$ cat src/rtl/shift_sequencer_if.sv
// ============================================================================
// Module      : shift_sequencer_if
// Description : Command, result and shift-register datapath signals for
//               shift_sequencer, with controller (slave) and environment
//               (master) views.
// Revision    : 1.0 - initial release
// ============================================================================
`default_nettype none

interface shift_sequencer_if #(
    parameter int WIDTH = 4,
    parameter int CNT_W = 3
);
    // Command port
    logic             cmd_valid;
    logic             cmd_ready;
    logic [WIDTH-1:0] cmd_data;
    logic             cmd_dir;
    logic [CNT_W-1:0] cmd_amount;
    logic             cmd_rotate;

    // Shift-register datapath
    logic             sr_load;
    logic [WIDTH-1:0] sr_d_in;
    logic             sr_shift_en;
    logic             sr_dir;
    logic             sr_ser_in;
    logic [WIDTH-1:0] sr_q;

    // Result port
    logic             res_valid;
    logic             res_ready;
    logic [WIDTH-1:0] res_data;

    modport slave (
        input  cmd_valid,
        output cmd_ready,
        input  cmd_data,
        input  cmd_dir,
        input  cmd_amount,
        input  cmd_rotate,
        output sr_load,
        output sr_d_in,
        output sr_shift_en,
        output sr_dir,
        output sr_ser_in,
        input  sr_q,
        output res_valid,
        input  res_ready,
        output res_data
    );

    modport master (
        output cmd_valid,
        input  cmd_ready,
        output cmd_data,
        output cmd_dir,
        output cmd_amount,
        output cmd_rotate,
        input  sr_load,
        input  sr_d_in,
        input  sr_shift_en,
        input  sr_dir,
        input  sr_ser_in,
        output sr_q,
        input  res_valid,
        output res_ready,
        input  res_data
    );
endinterface

`default_nettype wire

$ cat src/rtl/shift_sequencer.sv
// ============================================================================
// Module      : shift_sequencer
// Description : Sequences a parallel-load bidirectional shift register through
//               load, N single-bit shifts and result capture per command.
// Revision    : 1.0 - initial release
// ============================================================================
`default_nettype none

module shift_sequencer #(
    parameter int WIDTH = 4,
    parameter int CNT_W = 3
) (
    input  logic             clk,
    input  logic             rst,
    shift_sequencer_if.slave bus,
    output logic             busy
);

    typedef enum logic [1:0] {
        S_IDLE  = 2'd0,
        S_LOAD  = 2'd1,
        S_SHIFT = 2'd2,
        S_DONE  = 2'd3
    } state_t;

    state_t           state_q,    state_d;
    logic [WIDTH-1:0] data_q,     data_d;
    logic             dir_q,      dir_d;
    logic [CNT_W-1:0] amount_q,   amount_d;
    logic             rotate_q,   rotate_d;
    logic [CNT_W-1:0] cnt_q,      cnt_d;
    logic [WIDTH-1:0] res_data_q, res_data_d;

    logic             w_ser_in;

    // Model of one datapath shift, used to capture the post-shift word on the
    // same edge the register itself updates.
    function automatic logic [WIDTH-1:0] shift_once(
        input logic [WIDTH-1:0] q,
        input logic             dir,
        input logic             ser
    );
        logic [WIDTH-1:0] r;
        if (dir) begin
            r = {q[WIDTH-2:0], ser};
        end else begin
            r = {ser, q[WIDTH-1:1]};
        end
        return r;
    endfunction

    assign w_ser_in = (state_q == S_SHIFT) && rotate_q &&
                      (dir_q ? bus.sr_q[WIDTH-1] : bus.sr_q[0]);

    always_ff @(posedge clk) begin
        if (rst) begin
            state_q    <= S_IDLE;
            data_q     <= '0;
            dir_q      <= 1'b0;
            amount_q   <= '0;
            rotate_q   <= 1'b0;
            cnt_q      <= '0;
            res_data_q <= '0;
        end else begin
            state_q    <= state_d;
            data_q     <= data_d;
            dir_q      <= dir_d;
            amount_q   <= amount_d;
            rotate_q   <= rotate_d;
            cnt_q      <= cnt_d;
            res_data_q <= res_data_d;
        end
    end

    always_comb begin
        state_d         = state_q;
        data_d          = data_q;
        dir_d           = dir_q;
        amount_d        = amount_q;
        rotate_d        = rotate_q;
        cnt_d           = cnt_q;
        res_data_d      = res_data_q;

        bus.cmd_ready   = 1'b0;
        bus.sr_load     = 1'b0;
        bus.sr_d_in     = '0;
        bus.sr_shift_en = 1'b0;
        bus.sr_dir      = 1'b0;
        bus.sr_ser_in   = w_ser_in;
        bus.res_valid   = 1'b0;
        bus.res_data    = res_data_q;
        busy            = (state_q != S_IDLE);

        case (state_q)
            S_IDLE: begin
                bus.cmd_ready = 1'b1;
                if (bus.cmd_valid) begin
                    data_d   = bus.cmd_data;
                    dir_d    = bus.cmd_dir;
                    amount_d = bus.cmd_amount;
                    rotate_d = bus.cmd_rotate;
                    state_d  = S_LOAD;
                end
            end
            S_LOAD: begin
                bus.sr_load = 1'b1;
                bus.sr_d_in = data_q;
                cnt_d       = amount_q;
                if (amount_q == '0) begin
                    res_data_d = data_q;
                    state_d    = S_DONE;
                end else begin
                    state_d    = S_SHIFT;
                end
            end
            S_SHIFT: begin
                bus.sr_shift_en = 1'b1;
                bus.sr_dir      = dir_q;
                cnt_d           = cnt_q - CNT_W'(1);
                if (cnt_q == CNT_W'(1)) begin
                    res_data_d = shift_once(bus.sr_q, dir_q, w_ser_in);
                    state_d    = S_DONE;
                end
            end
            S_DONE: begin
                bus.res_valid = 1'b1;
                if (bus.res_ready) begin
                    state_d = S_IDLE;
                end
            end
            default: begin
                state_d = S_IDLE;
            end
        endcase
    end

endmodule

`default_nettype wire

$ cat src/flat_wrapper.sv
// flat-port wrapper written by rule: the top's interface ports become plain ports
module shift_sequencer_flat 
#(
    parameter int WIDTH = 4,
    parameter int CNT_W = 3
)
  (clk, rst, busy, bus_cmd_valid, bus_cmd_ready, bus_cmd_data, bus_cmd_dir, bus_cmd_amount, bus_cmd_rotate, bus_sr_load, bus_sr_d_in, bus_sr_shift_en, bus_sr_dir, bus_sr_ser_in, bus_sr_q, bus_res_valid, bus_res_ready, bus_res_data);
  shift_sequencer_if #(.WIDTH(WIDTH), .CNT_W(CNT_W)) bus_i ();
  input  logic clk;
  input  logic rst;
  output logic busy;
  input wire logic [$bits(bus_i.cmd_valid)-1:0] bus_cmd_valid;
  output wire logic [$bits(bus_i.cmd_ready)-1:0] bus_cmd_ready;
  input wire logic [$bits(bus_i.cmd_data)-1:0] bus_cmd_data;
  input wire logic [$bits(bus_i.cmd_dir)-1:0] bus_cmd_dir;
  input wire logic [$bits(bus_i.cmd_amount)-1:0] bus_cmd_amount;
  input wire logic [$bits(bus_i.cmd_rotate)-1:0] bus_cmd_rotate;
  output wire logic [$bits(bus_i.sr_load)-1:0] bus_sr_load;
  output wire logic [$bits(bus_i.sr_d_in)-1:0] bus_sr_d_in;
  output wire logic [$bits(bus_i.sr_shift_en)-1:0] bus_sr_shift_en;
  output wire logic [$bits(bus_i.sr_dir)-1:0] bus_sr_dir;
  output wire logic [$bits(bus_i.sr_ser_in)-1:0] bus_sr_ser_in;
  input wire logic [$bits(bus_i.sr_q)-1:0] bus_sr_q;
  output wire logic [$bits(bus_i.res_valid)-1:0] bus_res_valid;
  input wire logic [$bits(bus_i.res_ready)-1:0] bus_res_ready;
  output wire logic [$bits(bus_i.res_data)-1:0] bus_res_data;
  assign bus_i.cmd_valid = bus_cmd_valid;
  assign bus_cmd_ready = bus_i.cmd_ready;
  assign bus_i.cmd_data = bus_cmd_data;
  assign bus_i.cmd_dir = bus_cmd_dir;
  assign bus_i.cmd_amount = bus_cmd_amount;
  assign bus_i.cmd_rotate = bus_cmd_rotate;
  assign bus_sr_load = bus_i.sr_load;
  assign bus_sr_d_in = bus_i.sr_d_in;
  assign bus_sr_shift_en = bus_i.sr_shift_en;
  assign bus_sr_dir = bus_i.sr_dir;
  assign bus_sr_ser_in = bus_i.sr_ser_in;
  assign bus_i.sr_q = bus_sr_q;
  assign bus_res_valid = bus_i.res_valid;
  assign bus_i.res_ready = bus_res_ready;
  assign bus_res_data = bus_i.res_data;
  shift_sequencer #(.WIDTH(WIDTH), .CNT_W(CNT_W)) u_core (.clk(clk), .rst(rst), .bus(bus_i), .busy(busy));
endmodule
$ cat config.mk
export PLATFORM = sky130hd
export DESIGN_NAME = shift_sequencer_flat
export DESIGN_NICKNAME = d
export VERILOG_FILES = /design/src/rtl/shift_sequencer_if.sv /design/src/rtl/shift_sequencer.sv /design/src/flat_wrapper.sv
export SDC_FILE = /design/constraint.sdc
export NUM_CORES = 1
export LEC_CHECK = 0
export ABC_AREA = 1
export ABC_CLOCK_PERIOD_IN_PS = 1700
export CORE_ASPECT_RATIO = 1.2
export CORE_MARGIN = 2
export CORE_UTILIZATION = 48
export CTS_BUF_LIST = sky130_fd_sc_hd__clkbuf_2 sky130_fd_sc_hd__clkbuf_4 sky130_fd_sc_hd__clkbuf_8
export CTS_CLUSTER_DIAMETER = 60
export DETAILED_ROUTE_END_ITERATION = 10
export PLACE_DENSITY_LB_ADDON = 0.12
export SETUP_SLACK_MARGIN = 0.2
export SYNTH_ARGS = -nofsm -noshare
export SYNTH_HDL_FRONTEND = slang
export SYNTH_SLANG_ARGS = --single-unit
$ cat constraint.sdc
create_clock -name clk -period 1.7 [get_ports clk]
set_input_delay 0.255 -clock clk [delete_from_list [all_inputs] [get_ports clk]]
set_output_delay 0.255 -clock clk [all_outputs]
set_load 0.005 [all_outputs]
==> flow_metrics.tcl, run 1 <==
set metrics [dict create \
    clk_pin_slew_ns 0.11 \
    rrSetupSlack_ns 0.15 \
    cp.arrival_ns 1.34 \
    totalWireLength_mm 2.81 \
    syn_avg_cell_area_um2 6.59 \
    synth_area_leaders "dfxtp_1, nand2_1, inv_1" \
    tightest_slew_ns 0.385 \
    cts_made_buffers 3 \
    fp.dieH_um 55.2 \
    crit_type "register to output pin" \
    drt_iter0_markers 30 \
    drc_errors 0 \
    final_cells 235 \
    vias 1135 \
    fmax_mhz 629 \
    utilization_pct 77.4 \
    initial_utilization_pct 50.5 \
    swShare_pct 42.1 \
    n_antenna_cell 0 \
    syn2layout_area_growth_pct 53.0 \
    synth_area_um2 1050 \
    setup.worst_path.end_class "output pin" \
    die_w_um 46.6 \
    pwr-share-comb_pct 64.2 \
    num_io_pins 32 \
    nNetsFinal 230 \
    die-area_um2 2570 \
    grt_pass1_vias 993 \
    detailedPlace.worstSlack_ns -0.0995 \
    drt-vias-per-instance 4.83 \
    rsz0062_at_grt "yes" \
    placed_cells 221 \
    yosysTopAreaCell "dfxtp_1" \
    place_hpwl_mm 1.80 \
    crit_path_start_kind "register" \
    drive_gt1_share_pct 26.8 \
    crit_fanout 3 \
    syn_nets 183 \
    first_pass_iters 4 \
    netlist.area_leader.share_pct 34.4 \
    holdWs_ns 0.513 \
    synth_cell_type_count 19 \
    num_rows 18 \
    h-tree-depth 1 \
    peakVddDrop_mv 1.25 \
    yosysWarnings 0 \
    gp_congestion 0.835 \
    status "complete, no violations" \
    synth_seq_cells 18 \
    total_power_uw 2700 \
    power.share.clock_pct 10.2 \
    skew_ns 0.00188 \
    p_seq_share_pct 25.6 \
    synth_seq_area_share_pct 34.4 \
    grt_max_degree 16 \
    insertion_delay_ns 0.30 \
    syn_inst 159 \
    cap_violations 0 \
    min_period_ns 1.59 \
    finalSetupViolations 0 \
    ctsLongestPathBuffers 2 \
    grt_pass1_wl_mm 4.04 \
    port_buffers 31 \
    worst_slew_margin_rel_pct 74.3 \
    antenna_found_initial 0 \
    routedWlPerCell_um 12.0 \
    required_ns 1.44 \
    intPower_uw 1560 \
    detail-route-antenna-nets 0 \
    fin_crit_sh_pct 93.6 \
    overflow 0 \
    holdCritPathClass "register to register" \
    grt_use_total_pct 21.8 \
    drv_slew 0 \
    clock-sinks 18 \
    p_leak_uw 0.000801 \
    cts_tree "yes" \
    core_area_um2 2070 \
    timing.final.ws_setup_ns 0.109 \
    switchingPower_uw 1140 \
    hold_viol 0 \
    cts_root_buffer "clkbuf_4" \
    powerDensity_nw_per_um2 1680 \
]
[logic make-up (layout without fill, tap and decap cells)]
family | after synthesis | in the layout | share of synthesized area [%]
simple gates | 76 | 76 | 30.8
buf+inv | 34 | 80 | 14.0
fa+ha+maj | 7 | 7 | 8.36
flops | 18 | 18 | 34.4
compound gates | 24 | 24 | 12.4
[stage by stage]
stage | setup TNS (ns) | instance area, µm²
finish | 0 | 1600
global route | 0 | 1600
CTS | 0 | 1530
detailed placement | -0.0995 | 1400
global placement | -0.0789 | 1400
floorplan | 0 | 1050
[cell type report]
class / count / area [µm²]
Fill cell: 153 / 469
Inverter: 31 / 124
Tap cell: 30 / 37.5
Clock buffer: 4 / 36.3
Multi-Input combinational cell: 107 / 623
Sequential cell: 18 / 365
Timing Repair Buffer: 45 / 417
[cell usage in the layout, fill, tap and decap left out]
cell	n
ha_1	2
ha_2	2
nand2_1	29
buf_6	8
inv_2	5
nor2_1	24
o211ai_1	3
nand3_1	7
a21oi_1	6
nand3b_1	1
ha_4	3
inv_4	1
buf_12	1
dlygate4sd2_1	1
dfxtp_4	1
clkbuf_4	3
nor2_4	2
nor2_2	1
clkdlybuf4s15_1	1
clkinv_4	1
o21ai_0	14
buf_2	2
nand2_2	7
a211oi_1	1
dfxtp_2	1
nor3_1	1
clkbuf_2	5
nand3_2	1
nand2_4	3
dfxtp_1	16
buf_4	7
inv_1	24
clkdlybuf4s50_1	20
clkbuf_8	1
[routing by layer]
metal  global-route usage, %  part of all wire (%)  up-vias
met3                    4.22                   3.9        4
met1                    25.7                    42      517
met4                    8.80                  0.96        0
met2                    38.4                    53       34
met5                       0                     0        -
li1                        -                     -      580
[critical path, stage by stage (launching register included)]
cell and delay, ns:
dfxtp_2 0.35, inv_2 0.05, buf_12 0.12, ha_4 0.16, buf_4 0.14, buf_6 0.11, buf_6 0.10
[cells in the mapped netlist, drive strengths merged]
cell type and number:
nand2 39, inv 31, nor2 27, dfxtp 18, o21ai 14, nand3 8, ha 7, a21oi 6
o211ai 3, buf 2, a211oi 1, clkbuf 1, nand3b 1, nor3 1
[power groups by stage]
| stage | clock network (µW) | registers, µW | logic (µW) |
|---|---|---|---|
| CTS | 271 | 671 | 1490 |
| floorplan | 0 | 668 | 844 |
| global route | 299 | 707 | 1910 |
| finish | 274 | 690 | 1730 |
| global placement | 0 | 670 | 1250 |
| detailed placement | 0 | 681 | 1290 |
[state kept, by name, indices dropped and copies added (netlist names)]
register / cells
u_core.bus.res_data: 4
u_core.data_q: 4
u_core.amount_q: 3
u_core.cnt_q: 3
u_core.state_q: 2
u_core.dir_q: 1
u_core.rotate_q: 1
[worst paths after layout]
| path | start | to | cells after the start |
|---|---|---|---|
| max | u_core.state_q[0] | bus_sr_shift_en | 6 |
| min reg2reg | u_core.cnt_q[2] | u_core.cnt_q[2] | 2 |
| min | u_core.cnt_q[2] | u_core.cnt_q[2] | 2 |
| max reg2reg | u_core.state_q[1] | u_core.bus.res_data[1] | 13 |
[what timing repair did]
action,in CTS,in global routing
pin swaps,3,16
resized for setup,37,37
hold buffers,0,0
setup endpoints to repair,11,23
setup buffers,7,3
cloned,0,0
(Power assumes the default switching activity.)
==> inputs of run 2 (changes only) <==
- CTS_CLUSTER_SIZE: default -> 28
- SKIP_CTS_REPAIR_TIMING: default -> 1
==> run 2 against run 1 <==
Critical path depth decreased by 3. Highest routed layer unchanged. Largest cell class unchanged. Core utilization decreased by 2.2 points. Global-route usage decreased by 1.5 points.
==> flow_metrics.tcl, run 2 (synthesis gave the netlist of run 1 again) <==
set metrics [dict create \
    fillers 161 \
    drv_slew 0 \
    skew_ns 0.00568 \
    cts_made_buffers 3 \
    layout_commonest_cell "nand2_1" \
    clock-sinks 18 \
    antenna_found_initial 0 \
    drc_errors 0 \
    cap_violations 0 \
    crit_path_start_kind "register" \
    n_antenna_cell 0 \
    port_buffers 31 \
    grt_use_total_pct 20.4 \
    min_period_ns 1.65 \
    cp_slowest_cell "clkdlybuf4s50_1" \
    rsz0062_at_grt "yes" \
    switchingPower_uw 1040 \
    placed_cells 221 \
    path_buf_inv 2 \
    required_ns 1.44 \
    peakVddDrop_mv 1.10 \
    grt_max_degree 16 \
    syn2layout_area_growth_pct 48.7 \
    cpPeakStageDelay_ns 0.49 \
    status "complete, no violations" \
    fmax_mhz 605 \
    crit_type "register to output pin" \
    holdCritPathClass "register to register" \
    utilization_pct 75.2 \
    die_w_um 46.6 \
    crit_chain "inv_4 -> ha_4 -> clkdlybuf4s50_1" \
    hold_viol 0 \
    worst_slew_margin_rel_pct 72.9 \
    grt_pass1_wl_mm 3.78 \
    p_leak_uw 0.000912 \
    first_pass_iters 4 \
    drt_iter0_markers 26 \
    totalWireLength_mm 2.49 \
    finalSetupViolations 0 \
    fin_crit_sh_pct 97.3 \
    h-tree-depth 1 \
    p_seq_share_pct 28.4 \
    hold_depth 2 \
    cp.arrival_ns 1.40 \
    swShare_pct 42.2 \
    vias 1083 \
    crit_fanout 4 \
    setup.worst_path.end_class "output pin" \
    insertion_delay_ns 0.30 \
    place_hpwl_mm 1.80 \
    pwr-share-comb_pct 60.4 \
    cts_root_buffer "clkbuf_4" \
    r2r_cells 8 \
    detail-route-antenna-nets 0 \
    tightest_slew_ns 0.407 \
    grt_pass1_vias 957 \
    clk_pin_slew_ns 0.11 \
    fp.dieH_um 55.2 \
    die-area_um2 2570 \
    num_rows 18 \
    drt-vias-per-instance 4.75 \
    gp_congestion 0.835 \
    cts_tree "yes" \
    initial_utilization_pct 50.5 \
    num_io_pins 32 \
    nNetsFinal 223 \
    critPathTopFamily "buffers and inverters" \
    final_cells 228 \
    ctsLongestPathBuffers 2 \
    powerDensity_nw_per_um2 1580 \
    core_area_um2 2070 \
    path_depth 3 \
    drive_gt1_share_pct 15.7 \
    overflow 0 \
    mostFrequentLayoutCells "nand2_1, inv_1, nor2_1, clkdlybuf4s50_1, dfxtp_1" \
    routedWlPerCell_um 10.9 \
    intPower_uw 1420 \
    power.share.clock_pct 11.2 \
]
[run 2: path summary, 6_finish.rpt]
kind / slack (ns) / start / to
hold / removal: 0.50 / u_core.amount_q[2] / u_core.amount_q[2]
setup reg to reg: 0.30 / u_core.state_q[1] / u_core.state_q[0]
hold reg to reg: 0.50 / u_core.amount_q[2] / u_core.amount_q[2]
setup / recovery: 0.05 / u_core.state_q[1] / bus_cmd_ready
[run 2: power groups by stage]
stage	logic (µW)	registers, µW	clock network (µW)
3_3_place_gp	1250	670	0
5_1_grt	1670	717	297
3_5_place_dp	1290	681	0
4_1_cts	1300	670	271
2_1_floorplan	844	668	0
6_report	1490	699	275
[run 2: per-stage QoR]
step	cell area, µm²	setup TNS [ns]	power [µW]	hold WS [ns]	setup slack [ns]
after global routing	1560	-0.0000284	2680	0.533	-0.0000284
after CTS	1430	-2.11	2250	0.488	-0.315
after floorplan	1050	0	1510	0.324	0.410
final	1560	0	2460	0.503	0.0464
after detailed placement	1400	-0.0995	1970	0.471	-0.0995
after global placement	1400	-0.0789	1920	0.470	-0.0789
[run 2: metal layers]
layer  wire, µm  global-route usage, %  up-vias
met3        107                   3.90        4
met5          0                      0        -
met4         21                   9.26        0
met1       1090                   25.1      487
li1           -                      -      565
met2       1270                   34.0       27
[run 2: final cells by class]
type	instances	area (µm²)	area share, %
Multi-Input combinational cell	107	606	38.9
Timing Repair Buffer	38	392	25.1
Sequential cell	18	365	23.5
Inverter	31	121	7.79
Tap cell	30	37.5	2.41
Clock buffer	4	36.3	2.33
[run 2: tightest hold or removal path: stages (launching register included)]
cell,delay [ns]
dfxtp_1,0.32
inv_1,0.08
a21oi_1,0.06
